**config.mk**
```make
export PLATFORM = sky130hd
export DESIGN_NAME = md_issue_seq_flat
export DESIGN_NICKNAME = d
export VERILOG_FILES = /design/src/rtl/brv32p_pkg.sv /design/src/rtl/md_issue_seq_if.sv /design/src/rtl/md_issue_seq.sv /design/src/flat_wrapper.sv
export SDC_FILE = /design/constraint.sdc
export NUM_CORES = 1
export LEC_CHECK = 0
export CORE_MARGIN = 3
export CORE_UTILIZATION = 45
export CTS_CLUSTER_DIAMETER = 60
export DETAILED_ROUTE_END_ITERATION = 7
export GPL_TIMING_DRIVEN = 0
export HOLD_SLACK_MARGIN = 0.1
export PLACE_DENSITY_LB_ADDON = 0.1
export SYNTH_ARGS = -nofsm -noshare
export SYNTH_HDL_FRONTEND = slang
export SYNTH_SLANG_ARGS = --single-unit
```
**constraint.sdc**
```tcl
create_clock -name clk -period 9.1 [get_ports clk]
set_clock_uncertainty 0.05 [all_clocks]
set_input_delay 1.82 -clock clk [delete_from_list [all_inputs] [get_ports clk]]
set_output_delay 1.82 -clock clk [all_outputs]
set_load 0.02 [all_outputs]
```
**src/rtl/brv32p_pkg.sv**
```systemverilog
// Shared core types: operation encoding for the RV32M multiply/divide unit.
// M-ops mirror funct3; MD_NONE marks an EX-stage op that is not an M-op.
package brv32p_pkg;

  typedef enum logic [3:0] {
    MD_MUL    = 4'h0,
    MD_MULH   = 4'h1,
    MD_MULHSU = 4'h2,
    MD_MULHU  = 4'h3,
    MD_DIV    = 4'h4,
    MD_DIVU   = 4'h5,
    MD_REM    = 4'h6,
    MD_REMU   = 4'h7,
    MD_NONE   = 4'h8
  } md_op_e;

endpackage

```
**src/rtl/md_issue_seq_if.sv**
```systemverilog
// Bundle between EX/WB, the issue sequencer and the multiply/divide unit.
// slave is the sequencer's view; master is the surrounding pipeline and unit.
interface md_issue_seq_if;
  import brv32p_pkg::*;

  logic        req_valid;
  logic        req_ready;
  md_op_e      req_op;
  logic [31:0] req_a;
  logic [31:0] req_b;
  logic [4:0]  req_rd;
  logic        flush;
  logic        stall;

  logic        wb_valid;
  logic [4:0]  wb_rd;
  logic [31:0] wb_data;

  logic        md_start;
  md_op_e      md_op;
  logic [31:0] md_a;
  logic [31:0] md_b;
  logic [31:0] md_result;
  logic        md_busy;
  logic        md_valid;

  modport slave (
    input  req_valid, req_op, req_a, req_b, req_rd, flush,
    input  md_result, md_busy, md_valid,
    output req_ready, stall, wb_valid, wb_rd, wb_data,
    output md_start, md_op, md_a, md_b
  );

  modport master (
    output req_valid, req_op, req_a, req_b, req_rd, flush,
    output md_result, md_busy, md_valid,
    input  req_ready, stall, wb_valid, wb_rd, wb_data,
    input  md_start, md_op, md_a, md_b
  );

endinterface

```
**src/rtl/md_issue_seq.sv**
```systemverilog
// Issue sequencer for the RV32M mul/div unit: starts ops, stalls on divides,
// drains flushed divides. Define MD_DIV_CACHE_EN for a one-entry divide result cache.
module md_issue_seq
  import brv32p_pkg::*;
(
  input  logic           clk,
  input  logic           rst,
  md_issue_seq_if.slave  bus
);

  typedef enum logic [1:0] {
    IDLE     = 2'd0,
    DIV_WAIT = 2'd1,
    DRAIN    = 2'd2
  } state_e;

  state_e      r_state;
  state_e      w_state_nxt;

  md_op_e      r_op;
  logic [31:0] r_a;
  logic [31:0] r_b;
  logic [4:0]  r_rd;

  logic        r_wb_valid;
  logic [4:0]  r_wb_rd;
  logic [31:0] r_wb_data;

  logic        w_is_mul;
  logic        w_is_div;
  logic        w_accept;
  logic        w_hit;
  logic [31:0] w_hit_res;
  logic        w_ld_div;
  logic        w_start;
  logic        w_wb_en;
  logic [4:0]  w_wb_rd;
  logic [31:0] w_wb_data;

  assign w_is_mul = bus.req_op inside {MD_MUL, MD_MULH, MD_MULHSU, MD_MULHU};
  assign w_is_div = bus.req_op inside {MD_DIV, MD_DIVU, MD_REM, MD_REMU};
  assign w_accept = bus.req_valid & (r_state == IDLE) & ~bus.flush;

`ifdef MD_DIV_CACHE_EN
  logic        r_c_vld;
  md_op_e      r_c_op;
  logic [31:0] r_c_a;
  logic [31:0] r_c_b;
  logic [31:0] r_c_res;

  assign w_hit     = r_c_vld & w_is_div & (bus.req_op == r_c_op)
                   & (bus.req_a == r_c_a) & (bus.req_b == r_c_b);
  assign w_hit_res = r_c_res;
`else
  assign w_hit     = 1'b0;
  assign w_hit_res = 32'h0;
`endif

  assign w_ld_div = w_accept & w_is_div & ~w_hit;
  assign w_start  = w_accept & (w_is_mul | w_ld_div);

  // NOTE: every always_comb output gets a default first, so no path can infer a latch.
  always_comb begin
    w_state_nxt = r_state;
    w_wb_en     = 1'b0;
    w_wb_rd     = bus.req_rd;
    w_wb_data   = bus.md_result;
    case (r_state)
      IDLE: begin
        if (w_ld_div) begin
          w_state_nxt = DIV_WAIT;
        end else if (w_accept & w_hit) begin
          w_wb_en   = 1'b1;
          w_wb_data = w_hit_res;
        end else if (w_accept & w_is_mul & bus.md_valid) begin
          w_wb_en = 1'b1;
        end
      end
      DIV_WAIT: begin
        w_wb_rd = r_rd;
        if (bus.md_valid) begin
          w_state_nxt = IDLE;
          w_wb_en     = ~bus.flush;
        end else if (bus.flush) begin
          w_state_nxt = DRAIN;
        end
      end
      DRAIN: begin
        if (bus.md_valid) w_state_nxt = IDLE;
      end
      default: w_state_nxt = IDLE;
    endcase
  end

  // NOTE: sequential state uses non-blocking assignments so every register samples pre-edge values.
  always_ff @(posedge clk or posedge rst) begin
    if (rst) begin
      r_state    <= IDLE;
      r_op       <= MD_MUL;
      r_a        <= 32'h0;
      r_b        <= 32'h0;
      r_rd       <= 5'h0;
      r_wb_valid <= 1'b0;
      r_wb_rd    <= 5'h0;
      r_wb_data  <= 32'h0;
    end else begin
      r_state    <= w_state_nxt;
      r_wb_valid <= w_wb_en;
      if (w_wb_en) begin
        r_wb_rd   <= w_wb_rd;
        r_wb_data <= w_wb_data;
      end
      if (w_ld_div) begin
        r_op <= bus.req_op;
        r_a  <= bus.req_a;
        r_b  <= bus.req_b;
        r_rd <= bus.req_rd;
      end
    end
  end

`ifdef MD_DIV_CACHE_EN
  always_ff @(posedge clk or posedge rst) begin
    if (rst) begin
      r_c_vld <= 1'b0;
    end else if ((r_state == DIV_WAIT) & bus.md_valid & ~bus.flush) begin
      r_c_vld <= 1'b1;
    end
  end

  // NOTE: the cache payload is not reset; it is qualified by r_c_vld, which is.
  always_ff @(posedge clk) begin
    if ((r_state == DIV_WAIT) & bus.md_valid & ~bus.flush) begin
      r_c_op  <= r_op;
      r_c_a   <= r_a;
      r_c_b   <= r_b;
      r_c_res <= bus.md_result;
    end
  end
`endif

  assign bus.req_ready = (r_state == IDLE);
  assign bus.stall     = (r_state == DIV_WAIT)
                       | ((r_state == IDLE) & bus.req_valid & w_is_div & ~bus.flush & ~w_hit);
  assign bus.md_start  = w_start;
  assign bus.md_op     = w_start ? bus.req_op : r_op;
  assign bus.md_a      = w_start ? bus.req_a  : r_a;
  assign bus.md_b      = w_start ? bus.req_b  : r_b;
  assign bus.wb_valid  = r_wb_valid;
  assign bus.wb_rd     = r_wb_rd;
  assign bus.wb_data   = r_wb_data;

  // Starting while the unit is still iterating would corrupt its dividend capture.
  a_start_idle: assert property (@(posedge clk) disable iff (rst) bus.md_start |-> !bus.md_busy);

endmodule

```
**src/flat_wrapper.sv**
```systemverilog
// flat-port wrapper written by rule: the top's interface ports become plain ports
module md_issue_seq_flat import brv32p_pkg::*;
  (clk, rst, bus_req_valid, bus_req_op, bus_req_a, bus_req_b, bus_req_rd, bus_flush, bus_md_result, bus_md_busy, bus_md_valid, bus_req_ready, bus_stall, bus_wb_valid, bus_wb_rd, bus_wb_data, bus_md_start, bus_md_op, bus_md_a, bus_md_b);
  md_issue_seq_if bus_i ();
  input  logic clk;
  input  logic rst;
  input wire logic [$bits(bus_i.req_valid)-1:0] bus_req_valid;
  input wire logic [$bits(bus_i.req_op)-1:0] bus_req_op;
  input wire logic [$bits(bus_i.req_a)-1:0] bus_req_a;
  input wire logic [$bits(bus_i.req_b)-1:0] bus_req_b;
  input wire logic [$bits(bus_i.req_rd)-1:0] bus_req_rd;
  input wire logic [$bits(bus_i.flush)-1:0] bus_flush;
  input wire logic [$bits(bus_i.md_result)-1:0] bus_md_result;
  input wire logic [$bits(bus_i.md_busy)-1:0] bus_md_busy;
  input wire logic [$bits(bus_i.md_valid)-1:0] bus_md_valid;
  output wire logic [$bits(bus_i.req_ready)-1:0] bus_req_ready;
  output wire logic [$bits(bus_i.stall)-1:0] bus_stall;
  output wire logic [$bits(bus_i.wb_valid)-1:0] bus_wb_valid;
  output wire logic [$bits(bus_i.wb_rd)-1:0] bus_wb_rd;
  output wire logic [$bits(bus_i.wb_data)-1:0] bus_wb_data;
  output wire logic [$bits(bus_i.md_start)-1:0] bus_md_start;
  output wire logic [$bits(bus_i.md_op)-1:0] bus_md_op;
  output wire logic [$bits(bus_i.md_a)-1:0] bus_md_a;
  output wire logic [$bits(bus_i.md_b)-1:0] bus_md_b;
  assign bus_i.req_valid = bus_req_valid;
  assign bus_i.req_op = bus_req_op;
  assign bus_i.req_a = bus_req_a;
  assign bus_i.req_b = bus_req_b;
  assign bus_i.req_rd = bus_req_rd;
  assign bus_i.flush = bus_flush;
  assign bus_i.md_result = bus_md_result;
  assign bus_i.md_busy = bus_md_busy;
  assign bus_i.md_valid = bus_md_valid;
  assign bus_req_ready = bus_i.req_ready;
  assign bus_stall = bus_i.stall;
  assign bus_wb_valid = bus_i.wb_valid;
  assign bus_wb_rd = bus_i.wb_rd;
  assign bus_wb_data = bus_i.wb_data;
  assign bus_md_start = bus_i.md_start;
  assign bus_md_op = bus_i.md_op;
  assign bus_md_a = bus_i.md_a;
  assign bus_md_b = bus_i.md_b;
  md_issue_seq u_core (.clk(clk), .rst(rst), .bus(bus_i));
endmodule
```
# Word level (Yosys, flattened, before mapping)

Cells that the tools add are included.

Bits in registers: 113
Bits of input ports: 111
Output and inout bits: 109
Logic and storage cells: 49

Equal/unequal tests: 12
Mux-type cells: 13
Bitwise logic cells: 11
Reductions and logical operators: 5

Operators with widths:

| kind               | number |
|---|---|
| $mux 32            | 2 |
| $eq 4x3->1 const B | 4 |
| $and 1x1->1        | 8 |
| $eq 4x2->1 const B | 2 |
| $mux 2             | 4 |
| $reduce_bool 4->1  | 2 |
| $pmux 2 s3         | 1 |
| $mux 5             | 1 |
| $eq 4x1->1 const B | 1 |
| $logic_not 4->1    | 1 |
| $mux 4             | 1 |
| $mux 1             | 3 |
| $ne 3x3->1 const B | 1 |
| $reduce_and 3->1   | 1 |
| $eq 2x1->1 const B | 1 |
| $eq 2x2->1 const B | 1 |
| $logic_not 2->1    | 1 |
| $ne 2x1->1 const B | 1 |
| $ne 2x2->1 const B | 1 |
| $or 1x1->1         | 2 |
| $pmux 1 s2         | 1 |
| $not 1->1          | 1 |

# Logic depth before layout (Yosys ltp)

Gate-level depths: netlist of the first run.

Depth after elaboration: 8
Mapped depth: 6

# Least setup slack after synthesis of the first run

No wires, ideal clock.

Kind: input to output
Start: in bus_flush
End: out bus_md_op[2]
Arrival: 2.911 ns
Data required time: 7.230 ns
Setup slack: 4.319 ns
Cell stages on the path: 6
Cell sequence: nor3_2 and3b_1 buf_2 buf_6 buf_6 o21ai_0

Longest elaborated chain between the ends: 6

Ends and longest elaborated chain:

| what               | RTL line            | text |
|---|---|---|
| start: declaration | flat_wrapper.sv:12  | `input wire logic [$bits(bus_i.flush)-1:0] bus_flush;` |
| $not 1->1 *        | md_issue_seq.sv:42  | `assign w_accept = bus.req_valid & (r_state == IDLE) & ~bus.flush;` |
| $and 1x1->1 *      | md_issue_seq.sv:42  |  |
| $and 1x1->1        | md_issue_seq.sv:59  | `assign w_ld_div = w_accept & w_is_div & ~w_hit;` |
| $or 1x1->1         | md_issue_seq.sv:60  | `assign w_start = w_accept & (w_is_mul \| w_ld_div);` |
| $and 1x1->1 *      | md_issue_seq.sv:60  |  |
| net bus_md_start   | flat_wrapper.sv:21  | `output wire logic [$bits(bus_i.md_start)-1:0] bus_md_start;` |
| $mux 4 *           | md_issue_seq.sv:146 | `assign bus.md_op = w_start ? bus.req_op : r_op;` |
| end: declaration   | flat_wrapper.sv:22  | `output wire logic [$bits(bus_i.md_op)-1:0] bus_md_op;` |

The timed path passes the listed nets; every way through them passes the cells marked *.

# Worst setup path in the final report of the first run

Start: in bus_flush
End: out bus_md_a[28]

Longest elaborated chain between the ends: 6

Ends and longest elaborated chain:

| what             | RTL line            | text |
|---|---|---|
| $not 1->1 *      | md_issue_seq.sv:42  |  |
| $and 1x1->1 *    | md_issue_seq.sv:42  |  |
| $and 1x1->1      | md_issue_seq.sv:59  |  |
| $or 1x1->1       | md_issue_seq.sv:60  |  |
| $and 1x1->1 *    | md_issue_seq.sv:60  |  |
| $mux 32 *        | md_issue_seq.sv:147 | `assign bus.md_a = w_start ? bus.req_a : r_a;` |
| end: declaration | flat_wrapper.sv:23  | `output wire logic [$bits(bus_i.md_a)-1:0] bus_md_a;` |

Every way passes the cells marked *; elsewhere a longest branch is shown, timed or not.

==> results.json, run 1 <==
{
  "die_w_um": 114,
  "rr_worst_depth": 5,
  "setup-tns-final_ns": 0,
  "numCtsBuffers": 17,
  "ant_nets": 0,
  "power_density_mw_per_mm2": 251,
  "layout.nets": 683,
  "grt_max_degree": 72,
  "vias": 3605,
  "yosysUniqueCellTypes": 21,
  "p_leak_nw": 3.63,
  "diodes": 0,
  "final_hold_viol_count": 0,
  "cts_sinks": 113,
  "synth_nets": 445,
  "avgSynthCellArea_um2": 15.8,
  "gp_congestion": 0.781,
  "die_y_um": 114,
  "crit_path_end_kind": "output port",
  "grt_setup_unrepaired": "false",
  "post_cts_resized": 0,
  "seq_area_frac_synth": 0.536,
  "grt_pass1_wl_mm": 21.3,
  "place_hpwl_mm": 9.52,
  "cts_root_buffer": "clkbuf_16",
  "hp-class": "reg2reg",
  "whs_path_depth": 2,
  "relSlewSlack": 0.418,
  "cp_data_arrival_time_ns": 4.07,
  "route.detailed.drc": 0,
  "final_common_cell": "clkdlybuf4s50_1",
  "cp_max_fo": 10,
  "ys_ff_latch": 113,
  "cts_setup_buffers": 0,
  "floorplan.die_area_mm2": 0.0130,
  "drive_gt1_frac": 0.393,
  "postSynthCellCount": 334,
  "io_buffers": 218,
  "cts.path.max_buffers": 2,
  "wirelength_mm": 13.2,
  "cap_violations": 0,
  "cts_tree": "done",
  "min_period_ns": 5.94,
  "layout_common_cells": "218 x clkdlybuf4s50_1, 137 x mux2_2, 113 x dfrtp_1",
  "area_growth_syn_to_layout_pct": 56.0,
  "grt_pass1_vias": 4106,
  "core_mm2": 0.0111,
  "ir_worst_vdd_mv": 0.198,
  "cts_max_level": 4,
  "holdBufCountCts": 0,
  "worstPathRequired_ns": 7.23,
  "clock_latency_ns": 0.41,
  "overflow": 0,
  "ioPinCount": 220,
  "yosysWarnings": 0,
  "startpoint_type": "input pin",
  "slew_violations": 0,
  "clkTransAtPathRegs_ns": 0.05,
  "rows": 38,
  "grt_usage": 0.212,
  "initial_core_util": 0.474,
  "worstSetupPathType": "in2out",
  "synthesis.area_mm2": 0.00527,
  "worstMarginPinSlew_ns": 0.872,
  "outcome": "completed",
  "fin_crit_sh": 0.653,
  "setup_viol": 0,
  "antenna_found_initial": 0,
  "dp.cells": 693,
  "drt_iter0_markers": 139,
  "wire_per_inst_um": 18.3,
  "drtPass1Iterations": 5,
  "max_freq_ghz": 0.168,
  "fin_cells": 723,
  "viasPerCell": 4.99
}
[cells in the mapped netlist]
master	count	share of area
nand4b_1	1	0.0017
nor2_1	3	0.0021
buf_4	3	0.0043
o31ai_1	1	0.0014
dfrtp_1	113	0.54
nor3b_1	1	0.0014
mux2_2	137	0.29
o21ai_0	1	0.00095
inv_1	3	0.0021
nand2b_1	1	0.0012
o211ai_1	1	0.0014
a21oi_1	1	0.00095
nor2b_1	3	0.0036
nand2_1	2	0.0014
nor3_2	1	0.0019
mux2_4	42	0.12
and3b_1	1	0.0017
clkbuf_1	1	0.00071
and2_1	1	0.0012
buf_6	6	0.013
buf_2	11	0.010
[critical path: stages]
cell and delay, ns:
clkdlybuf4s50_1 0.48, nor3_2 0.16, and3b_1 0.17, buf_2 0.20, buf_6 0.19, buf_6 0.18
mux2_4 0.31, clkdlybuf4s50_1 0.55
[area by class of cell]
type,count,area (um2)
fill,729,2900
clock inverter,6,80.1
multi-input combinational,197,2280
buffer,21,149
sequential,113,2830
tap,140,175
inverter,3,13.8
timing repair buffer,219,2200
clock buffer,24,492
[final timing paths]
kind / from / to / slack (ns)
hold / removal: u_core.r_op[2] / u_core.r_op[2] / 0.40
max in group asynchronous: rst / u_core.r_a[20] / 6.37
hold reg to reg: u_core.r_op[2] / u_core.r_op[2] / 0.40
setup / recovery: bus_flush / bus_md_a[28] / 3.16
min in group asynchronous: rst / u_core.bus.wb_data[11] / 1.90
setup reg to reg: u_core.r_state[1] / u_core.r_a[26] / 7.33
[power breakdown]
part	switching [W]	internal [W]
registers	0.0000654	0.000632
clock network	0.000213	0.000426
logic	0.000303	0.000426
total	0.000582	0.00148
[flip-flops by register name (all words and copies together), names as in the netlist]
register and flops:
u_core.bus.wb_rd 5, u_core.r_state 2, u_core.r_rd 5, u_core.r_a 32, u_core.r_b 32, u_core.r_op 4, u_core.bus.wb_data 32, u_core.bus.wb_valid 1
[stage by stage]
| stage | hold WS [ns] | area (um2) | util | setup slack [ns] | total power (W) |
|---|---|---|---|---|---|
| 2_1_floorplan | 0.361 | 5270 | - | 4.24 | 0.00109 |
| 3_3_place_gp | 0.375 | 7630 | 0.686 | 2.54 | 0.00142 |
| 3_5_place_dp | 0.386 | 7650 | 0.688 | 3.14 | 0.00144 |
| 4_1_cts | 0.399 | 8220 | 0.739 | 3.13 | 0.00209 |
| 5_1_grt | 0.419 | 8220 | 0.739 | 2.99 | 0.00216 |
| 6_report | 0.396 | 8220 | 0.739 | 3.16 | 0.00207 |
[routing by layer]
metal,GRT usage,part of all wire
met1,0.243,0.38
met2,0.357,0.52
met3,0.0899,0.087
met4,0.0752,0.012
met5,0,0
[kinds of logic (layout without fill, tap and decap cells)]
| family | Yosys count | count (layout) | synth area share |
|---|---|---|---|
| compound gates | 4 | 4 | 0.00475 |
| mux | 179 | 179 | 0.412 |
| flops | 113 | 113 | 0.536 |
| simple gates | 14 | 14 | 0.0161 |
| buf+inv | 24 | 273 | 0.0304 |
Note: power is estimated with default switching activity, not from simulation.
==> run 2: changes to the inputs <==
--- a/config.mk
+++ b/config.mk
@@ -6,7 +6,7 @@
 export NUM_CORES = 1
 export LEC_CHECK = 0
 export CORE_MARGIN = 3
-export CORE_UTILIZATION = 45
+export CORE_UTILIZATION = 43
 export CTS_CLUSTER_DIAMETER = 60
 export DETAILED_ROUTE_END_ITERATION = 7
 export GPL_TIMING_DRIVEN = 0
==> constraint.sdc (replaced) <==
create_clock -name clk -period 5.6 [get_ports clk]
set_clock_uncertainty 0.05 [all_clocks]
set_input_delay 1.12 -clock clk [delete_from_list [all_inputs] [get_ports clk]]
set_output_delay 1.12 -clock clk [all_outputs]
set_load 0.02 [all_outputs]
==> run 2 against run 1 <==
Net effect: sequential power grew 62%; die area is 4.4% higher; worst setup slack worse by 2.1 ns; hold slack got worse by 0.0016 ns; register-to-register slack worse by 3.5 ns; largest power group unchanged.
==> results.json, run 2 (synthesized netlist as in run 1, its figures left out) <==
{
  "crit_chain": "clkdlybuf4s50_1 > nor3_2 > and3b_1 > buf_2 > buf_2 > mux2_2 > clkdlybuf4s50_1",
  "cp_top_family": "buffers and inverters",
  "reg2reg_to": "u_core.bus.wb_data[0]",
  "vias": 3604,
  "cts_max_level": 4,
  "setup_viol": 0,
  "cp_data_arrival_time_ns": 3.34,
  "clock_latency_ns": 0.41,
  "grt_pass1_wl_mm": 20.2,
  "initial_core_util": 0.450,
  "overflow": 0,
  "whs_path_depth": 2,
  "cts_tree": "done",
  "worstSetupPathType": "in2out",
  "wire_per_inst_um": 17.8,
  "hp-class": "reg2reg",
  "fin_crit_sh": 0.805,
  "area_growth_syn_to_layout_pct": 55.5,
  "wirelength_mm": 12.9,
  "grt_max_degree": 70,
  "grt_setup_unrepaired": "false",
  "cts_setup_buffers": 0,
  "numCtsBuffers": 17,
  "dp.cells": 696,
  "rrSetupSlack_ns": 3.81,
  "grt_pass1_vias": 3892,
  "rr_worst_depth": 4,
  "drt_iter0_markers": 145,
  "ant_nets": 0,
  "cts.path.max_buffers": 2,
  "worst-path-buf-inv": 4,
  "die_y_um": 117,
  "ioPinCount": 220,
  "viasPerCell": 4.97,
  "route.detailed.drc": 0,
  "worstPathRequired_ns": 4.43,
  "outcome": "completed",
  "grt_usage": 0.196,
  "io_buffers": 218,
  "slew_violations": 0,
  "layout.nets": 683,
  "rows": 39,
  "die_w_um": 117,
  "hold_ws_ns": 0.394,
  "cp_slowest_cell": "clkdlybuf4s50_1",
  "gp_congestion": 0.728,
  "ir_worst_vdd_mv": 0.286,
  "final_common_cell": "clkdlybuf4s50_1",
  "place_hpwl_mm": 9.30,
  "core_mm2": 0.0117,
  "p_leak_nw": 3.61,
  "r2r_start": "u_core.r_state[0]",
  "fin_cells": 725,
  "crit_path_end_kind": "output port",
  "cap_violations": 0,
  "holdCritStartpoint": "u_core.r_op[2]",
  "holdBufCountCts": 0,
  "drtPass1Iterations": 4,
  "max_freq_ghz": 0.222,
  "hold_path_end": "u_core.r_op[2]",
  "power_density_mw_per_mm2": 400,
  "worstMarginPinSlew_ns": 0.428,
  "cts_root_buffer": "clkbuf_16",
  "min_period_ns": 4.51,
  "place_area_mm2": 0.00766,
  "cts_sinks": 113,
  "clkTransAtPathRegs_ns": 0.05,
  "startpoint_type": "input pin",
  "cp_max_fo": 10,
  "floorplan.die_area_mm2": 0.0136,
  "post_cts_resized": 0,
  "final_cell_area_mm2": 0.00820,
  "antenna_found_initial": 0,
  "relSlewSlack": 0.714,
  "setup-tns-final_ns": 0,
  "max_stage_delay_ns": 0.58,
  "final_hold_viol_count": 0,
  "layout_common_cells": "218 x clkdlybuf4s50_1, 137 x mux2_2, 113 x dfrtp_1",
  "drive_gt1_frac": 0.395,
  "diodes": 0
}
-- run 2: cell types whose count changed in the layout (fill, tap and decap cells not counted) --
cell / previous run / this run
bufinv_16: 2 / 0
buf_16: 0 / 1
buf_12: 1 / 0
inv_6: 0 / 1
clkbuf_1: 4 / 2
inv_4: 1 / 0
clkinvlp_4: 0 / 1
clkbuf_8: 4 / 5
clkinv_2: 4 / 5
-- run 2: worst min-delay path: stages, from the launching register on --
cell and delay (ns):
dfrtp_1 0.32, inv_1 0.04, nand2_1 0.05
-- run 2: final cells by class --
type	count	area, um2
Inverter	3	16.3
Clock inverter	6	32.5
Clock buffer	23	498
Multi-Input combinational cell	197	2280
Timing Repair Buffer	219	2210
Buffer	21	149
Fill cell	847	3520
Sequential cell	113	2830
Tap cell	143	179
-- run 2: worst max-delay path by stage --
stage,startpoint,to,slack (ns),depth (start not counted)
2_1_floorplan,rst,u_core.bus.wb_data[0],1.44,1
3_3_place_gp,rst,u_core.r_a[21],-0.32,2
3_5_place_dp,bus_flush,bus_md_b[28],1.04,7
4_1_cts,bus_flush,bus_md_b[28],1.04,7
5_1_grt,bus_flush,bus_md_b[30],0.92,7
6_report,bus_flush,bus_md_b[28],1.09,7
-- run 2: layer usage --
metal / track usage / share of wire / vias to the layer above
met2: 0.307 / 0.48 / 140
met5: 0 / 0 / -
met4: 0.0665 / 0.011 / 0
li1: - / - / 1661
met3: 0.0948 / 0.099 / 13
met1: 0.236 / 0.41 / 1790
-- run 2: per-stage QoR --
step,total power (W),util,setup WS [ns]
floorplan,0.00177,-,1.44
global placement,0.00230,0.652,-0.319
detailed placement,0.00233,0.654,1.04
CTS,0.00331,0.700,1.04
global route,0.00344,0.700,0.919
finish,0.00328,0.700,1.09
-- run 2: report_power, final --
group	leakage, nW	internal [W]	switching (W)
sequential	1.37	0.00103	0.000104
clock	0.266	0.000610	0.000352
combinational	1.98	0.000693	0.000490
total	3.61	0.00233	0.000946
==> run 3: changes to the inputs <==
==> constraint.sdc (replaced) <==
create_clock -name clk -period 4.35 [get_ports clk]
set_clock_uncertainty 0.05 [all_clocks]
set_input_delay 0.87 -clock clk [delete_from_list [all_inputs] [get_ports clk]]
set_output_delay 0.87 -clock clk [all_outputs]
set_load 0.02 [all_outputs]
==> results of run 3 <==
The final DEF is identical to that of run 2. Status: completed.
Among the figures that moved: setup slack after placement 1.04 ns -> 0.292 ns; setup slack after layout 1.09 ns -> 0.340 ns; register-to-register setup slack 3.81 ns -> 2.56 ns; total power 0.00328 W -> 0.00422 W; worst IR drop on VDD 0.286 mV -> 0.368 mV
